## src/rtl/hazard_pkg.sv

```systemverilog
// Shared constants and types for the pipeline hazard controller.
// Forwarding-select encoding, the stage control bundle, and the load opcode for upstream decoders.
package hazard_pkg;

  localparam int SEL_RF       = 0;
  localparam int SEL_FWD_BASE = 1;

  localparam logic [6:0] OP_LOAD = 7'b0000011;

  // One bit per pipeline register, used for both the enables and the clears.
  typedef struct packed {
    logic pc;
    logic if_id;
    logic id_ex;
    logic ex_mem;
    logic mem_wb;
  } stage_ctl_t;

endpackage

```

## src/rtl/hazard_scoreboard_unit_fwd_sel_enc.sv

```systemverilog
// Priority encoder that picks the youngest forwarding source writing the operand register.
// Purely combinational, zero latency, with no flow control of its own.
module fwd_sel_enc
  import hazard_pkg::*;
#(
  parameter int NFWD = 2,
  parameter int AW   = 5,
  parameter int SELW = $clog2(NFWD + 1)
) (
  input  logic [AW-1:0]      rs,
  input  logic [NFWD-1:0]    fwd_we,
  input  logic [NFWD*AW-1:0] fwd_waddr,
  output logic [SELW-1:0]    sel
);

  always_comb begin
    sel = SELW'(SEL_RF);
    // Walk from the oldest source to the youngest so that the youngest match is the one that sticks.
    for (int k = NFWD - 1; k >= 0; k--) begin
      if (rs != '0 && fwd_we[k] && fwd_waddr[k*AW +: AW] == rs) begin
        sel = SELW'(k + SEL_FWD_BASE);
      end
    end
  end

endmodule

```

## src/rtl/hazard_scoreboard_unit.sv

```systemverilog
// Hazard controller: forwarding selects, load-use and scoreboard stalls, late-data bubbles, flush and memory freeze.
// Controls are combinational from the current inputs; scoreboard updates land on the next edge. HAZARD_PERF_EN adds the stall and flush counters.
module hazard_scoreboard_unit
  import hazard_pkg::*;
#(
  parameter int NREG = 32,
  parameter int AW   = $clog2(NREG),
  parameter int NFWD = 2,
  parameter int SELW = $clog2(NFWD + 1)
) (
  input  logic               clk,
  input  logic               rstn,
  input  logic [AW-1:0]      id_rs1,
  input  logic [AW-1:0]      id_rs2,
  input  logic               id_rs1_used,
  input  logic               id_rs2_used,
  input  logic [AW-1:0]      id_rd,
  input  logic               id_rf_we,
  input  logic               id_is_long,
  input  logic [AW-1:0]      ex_rs1,
  input  logic [AW-1:0]      ex_rs2,
  input  logic [AW-1:0]      ex_rd,
  input  logic               ex_rf_we,
  input  logic               ex_is_load,
  input  logic               ex_is_long,
  input  logic               ex_bu_branch,
  input  logic [NFWD-1:0]    fwd_we,
  input  logic [NFWD*AW-1:0] fwd_waddr,
  input  logic [NFWD-1:0]    fwd_ready,
  input  logic               long_done,
  input  logic [AW-1:0]      long_rd,
  input  logic               mem_busy,
  output logic               pc_enable,
  output logic               if_id_enable,
  output logic               id_ex_enable,
  output logic               ex_mem_enable,
  output logic               mem_wb_enable,
  output logic               if_id_rstn,
  output logic               id_ex_rstn,
  output logic               ex_mem_rstn,
  output logic               mem_wb_rstn,
  output logic [SELW-1:0]    ex_rs1_sel,
  output logic [SELW-1:0]    ex_rs2_sel,
  output logic [NREG-1:0]    sb_busy
`ifdef HAZARD_PERF_EN
  ,
  output logic [31:0]        perf_lu_stalls,
  output logic [31:0]        perf_sb_stalls,
  output logic [31:0]        perf_flushes
`endif
);

  logic [NREG-1:0] busy, busy_nxt;
  logic            long_busy;
  logic [SELW-1:0] sel1, sel2;
  logic            freeze, flush, late, lu, issue, sbh;
  logic            rs1_hit, rs2_hit, rd_hit;
  logic            stall_lu, stall_sb;
  stage_ctl_t      en, clr_n;

  fwd_sel_enc #(.NFWD(NFWD), .AW(AW), .SELW(SELW)) u_rs1_enc (
    .rs(ex_rs1), .fwd_we(fwd_we), .fwd_waddr(fwd_waddr), .sel(sel1)
  );

  fwd_sel_enc #(.NFWD(NFWD), .AW(AW), .SELW(SELW)) u_rs2_enc (
    .rs(ex_rs2), .fwd_we(fwd_we), .fwd_waddr(fwd_waddr), .sel(sel2)
  );

  always_comb begin
    late = 1'b0;
    for (int k = 0; k < NFWD; k++) begin
      if ((sel1 == SELW'(k + SEL_FWD_BASE) || sel2 == SELW'(k + SEL_FWD_BASE)) && !fwd_ready[k]) begin
        late = 1'b1;
      end
    end
  end

  assign freeze = mem_busy;
  assign flush  = ex_bu_branch & ~freeze;
  assign lu     = ex_is_load & ex_rf_we & (ex_rd != '0) &
                  ((id_rs1_used & (id_rs1 == ex_rd)) | (id_rs2_used & (id_rs2 == ex_rd)));
  assign issue  = ex_is_long & ex_rf_we & (ex_rd != '0) & ~freeze & ~late;

  // busy[0] is pinned low and issue never targets x0, so x0 reads and writes can never hit.
  assign rs1_hit = id_rs1_used & (busy[id_rs1] | (issue & (id_rs1 == ex_rd)));
  assign rs2_hit = id_rs2_used & (busy[id_rs2] | (issue & (id_rs2 == ex_rd)));
  assign rd_hit  = id_rf_we    & (busy[id_rd]  | (issue & (id_rd  == ex_rd)));
  assign sbh     = rs1_hit | rs2_hit | rd_hit | (id_is_long & (long_busy | issue));

  assign stall_lu = lu  & ~freeze & ~flush & ~late;
  assign stall_sb = sbh & ~freeze & ~flush & ~late;

  always_comb begin
    en    = '1;
    clr_n = '1;
    if (freeze) begin
      en = '0;
    end else begin
      if (flush) begin
        clr_n.if_id = 1'b0;
        clr_n.id_ex = 1'b0;
      end
      // A flush keeps fetch moving to the branch target; late only holds the EX side then.
      if (late) begin
        if (!flush) begin
          en.pc    = 1'b0;
          en.if_id = 1'b0;
        end
        en.id_ex     = 1'b0;
        clr_n.ex_mem = 1'b0;
      end else if (stall_lu || stall_sb) begin
        en.pc       = 1'b0;
        en.if_id    = 1'b0;
        clr_n.id_ex = 1'b0;
      end
    end
    clr_n.mem_wb = 1'b1;
    if (!rstn) begin
      en    = '1;
      clr_n = '1;
    end
  end

  assign pc_enable     = en.pc;
  assign if_id_enable  = en.if_id;
  assign id_ex_enable  = en.id_ex;
  assign ex_mem_enable = en.ex_mem;
  assign mem_wb_enable = en.mem_wb;
  assign if_id_rstn    = clr_n.if_id;
  assign id_ex_rstn    = clr_n.id_ex;
  assign ex_mem_rstn   = clr_n.ex_mem;
  assign mem_wb_rstn   = clr_n.mem_wb;
  assign ex_rs1_sel    = rstn ? sel1 : '0;
  assign ex_rs2_sel    = rstn ? sel2 : '0;
  assign sb_busy       = busy;

  // Set after clear so an issue and a writeback to the same register leave it busy.
  always_comb begin
    busy_nxt = busy;
    if (long_done) busy_nxt[long_rd] = 1'b0;
    if (issue)     busy_nxt[ex_rd]   = 1'b1;
    busy_nxt[0] = 1'b0;
  end

  always_ff @(posedge clk or negedge rstn) begin
    if (!rstn) begin
      busy      <= '0;
      long_busy <= 1'b0;
    end else begin
      busy      <= busy_nxt;
      long_busy <= issue | (long_busy & ~long_done);
    end
  end

`ifdef HAZARD_PERF_EN
  always_ff @(posedge clk or negedge rstn) begin
    if (!rstn) begin
      perf_lu_stalls <= '0;
      perf_sb_stalls <= '0;
      perf_flushes   <= '0;
    end else begin
      if (stall_lu) perf_lu_stalls <= perf_lu_stalls + 32'd1;
      if (stall_sb) perf_sb_stalls <= perf_sb_stalls + 32'd1;
      if (flush)    perf_flushes   <= perf_flushes + 32'd1;
    end
  end
`else
  // Counters are not built; stall_lu/stall_sb still qualify the stall controls above.
`endif

endmodule

```

## config.mk

```make
export PLATFORM = sky130hd
export DESIGN_NAME = hazard_scoreboard_unit
export DESIGN_NICKNAME = d
export VERILOG_FILES = /design/src/rtl/hazard_pkg.sv /design/src/rtl/hazard_scoreboard_unit_fwd_sel_enc.sv /design/src/rtl/hazard_scoreboard_unit.sv
export SDC_FILE = /design/constraint.sdc
export NUM_CORES = 1
export LEC_CHECK = 0
export CORE_MARGIN = 2
export CORE_UTILIZATION = 42
export CTS_BUF_LIST = sky130_fd_sc_hd__clkbuf_4
export DETAILED_ROUTE_END_ITERATION = 10
export PLACE_DENSITY = 0.79
export SYNTH_ARGS = -nofsm -noshare
export SYNTH_HDL_FRONTEND = slang
export SYNTH_SLANG_ARGS = --single-unit
```

## constraint.sdc

```tcl
create_clock -name clk -period 2.6 [get_ports clk]
set_input_delay 0.52 -clock clk [delete_from_list [all_inputs] [get_ports clk]]
set_output_delay 0.52 -clock clk [all_outputs]
set_load 0.05 [all_outputs]
```

==> results.toml <==
[timing]
rsz0062_at_grt = "yes"
fin_ws_ns = -0.5593
slew_headroom_pct = 62.75
max_freq_mhz = 316.5
fin_skew_ns = 0
worst_slew_pin_slew_ns = 0.5570
fin_setup_tns_ns = -2.064
finalSetupViolations = 5
period_needed_ns = 3.159
fin_crit_sh_pct = 121.5
final_max_slew_viol_count = 0
finalHoldViolations = 0

[setup_path]
required_ns = 2.08
crit_path_end_kind = "output pin"
rrSetupSlack_ns = 1.53
slowest_stage = "dfrtp_2"
slowest_delay_ns = 0.46
path_class = "flip-flop to output pin"
startpoint_type = "flip-flop"
path_max_fanout = 3
cp_cell_sequence = "buf_6 -> mux4_2 -> mux2_4 -> nor3b_2 -> a31oi_1 -> nand4_1 -> nand3_1 -> o211ai_1 -> clkbuf_16"
arrival_ns = 2.64
path_delay_family = "multiplexers"
path_buf_inv = 2

[routing]
initialDrtViolationCount = 314
wire_per_inst_um = 22.10
routed_via_density = 6.143
dr.pass1.iters = 5
vias = 3526
antenna_left = 0
routed_wl_um = 12690
drcViolationCount = 0

[yosys]
synth_edf_count = 0
syn_nets = 359
ys_warn_count = 0
synth.avg_cell_area_sq_um = 9.598
synth_common_cells = "o21ai_0, dfrtp_1, xnor2_1, nand2_1, mux4_2"
yosysTopAreaCellShare_pct = 28.00
netlist_area_sq_um = 2860
ys.flop_type = "dfrtp_1"
synthesis.instances = 298
ys_seq_area_share_pct = 28.00
ys_ff_latch = 32
yosysMostFrequentCell = "o21ai_0"
async_flop_share_pct = 100.0
synth_area_leaders = "dfrtp_1, mux4_2, o21ai_0"
yosysTopAreaCell = "dfrtp_1"
ys_types = 49

[floorplan]
die-area_sq_um = 7487
num_rows = 30
die_w_um = 86.53
core_sq_um = 6681
io_pins = 106
initial_core_util_pct = 42.81
die_height_um = 86.53

[global_route]
grt_pass1_wl_um = 19110
grt_overflow = 0
grt_max_degree = 22
grt_pass1_vias = 3601
grt_usage_pct = 33.72
grt_antenna_before_repair = 0

[final_layout]
drive_gt1_share_pct = 42.51
nets = 554
diodes = 0
syn2layout_area_growth_pct = 78.65
fin_area_sq_um = 5110

[worst_hold_path]
hp-class = "flip-flop to flip-flop"

[clock_network]
cts_root_buf = "clkbuf_4"
clk_latency_ns = 0.35
htreeDepth = 2
hold_buffers = 0
cts_buffers = 5
clkTransAtPathRegs_ns = 0.10
cts_tree = "built"
clock_sinks = 32
clk_path_buf_depth = 2

[placed_design]
place_hpwl_um = 9020
portBuffers = 103
dpl_worst_slack_ns = -0.9535
gp_congestion = 0.9465
placed_area_sq_um = 4557

[power]
peakVddDrop_uv = 485.3
power_mw = 2.153
cellPowerDensity_nw_per_um2 = 421.3
power.leakage_nw = 2.202

[status]
outcome = "complete, but fails checks"
failed_checks = "negative setup slack"

[flow_run]
cap_violations = 0
==> cell usage in the layout (no fill, tap or decap), types with 11 or more instances in the layout <==
cell              n
buf_6            28
xnor2_1          14
o21ai_0          60
mux4_2           18
nand2_1          19
dlygate4sd2_1    12
mux2i_1          11
clkdlybuf4s50_1  55
dfrtp_1          28
buf_4            89
==> logic make-up (layout without fill, tap and decap cells) <==
logic type	count (synthesis)	count (layout)	share of synthesized area (%)
mux	35	35	21.96
flops	32	32	28.00
buf+inv	23	219	5.205
compound gates	82	82	16.01
other cells	2	2	0.2626
xor+xnor	35	35	10.72
simple gates	89	89	17.85
==> sequential cells by signal, summed over array words and instances, names as in the netlist <==
signal	flops
sb_busy	31
long_busy	1
==> area by class of cell <==
cell class | instances | area, sq um
sequential | 32 | 805.8
tap | 80 | 100.1
clock inverter | 3 | 37.54
fill | 424 | 1572
timing repair buffer | 207 | 1917
inverter | 4 | 15.01
multi-input combinational | 243 | 2197
clock buffer | 5 | 37.54
==> metrics by stage <==
stage	hold slack, ns	utilization (%)	instances
4_1_cts	0.5497	74.94	569
3_5_place_dp	0.5226	68.20	544
6_report	0.5602	76.48	574
3_3_place_gp	0.5264	68.20	544
5_1_grt	0.5843	76.48	574
2_1_floorplan	0.2244	-	298
==> final timing paths <==
kind                                       startpoint  cells after the start                     to
worst max-delay path            sb_busy[16]$_DFF_PN0_                      9             id_ex_rstn
worst min-delay path              long_busy$_DFF_PN0_                      1    long_busy$_DFF_PN0_
worst max register to register  sb_busy[29]$_DFF_PN0_                      4  sb_busy[29]$_DFF_PN0_
worst min register to register    long_busy$_DFF_PN0_                      1    long_busy$_DFF_PN0_
max in group asynchronous                        rstn                      2  sb_busy[20]$_DFF_PN0_
min in group asynchronous                        rstn                      2   sb_busy[9]$_DFF_PN0_
==> worst reg2reg max path, stage by stage, from the launching register on <==
cell     delay (ns)
dfrtp_2        0.46
buf_4          0.14
buf_4          0.12
o21ai_0        0.08
o21ai_0        0.14
==> where the power goes <==
part / leakage, nW / switching [mW] / internal, mW
Clock: 0.0403 / 0.177 / 0.196
Sequential: 0.425 / 0.0785 / 0.558
Combinational: 1.74 / 0.610 / 0.532
==> what timing repair did <==
action,in CTS,in global routing
endpoints found under the hold margin,0,0
resized for setup,166,30
setup endpoints to repair,10,6
pin swaps,44,16
buffers inserted,19,6
==> routing by layer <==
| layer | wire [um] | global-route usage [%] |
|---|---|---|
| met1 | 4738 | 41.71 |
| met2 | 6308 | 57.13 |
| met3 | 1223 | 7.810 |
| met4 | 417 | 13.21 |
| met5 | 0 | 0 |
No activity file was read; power rests on OpenSTA's default activity.
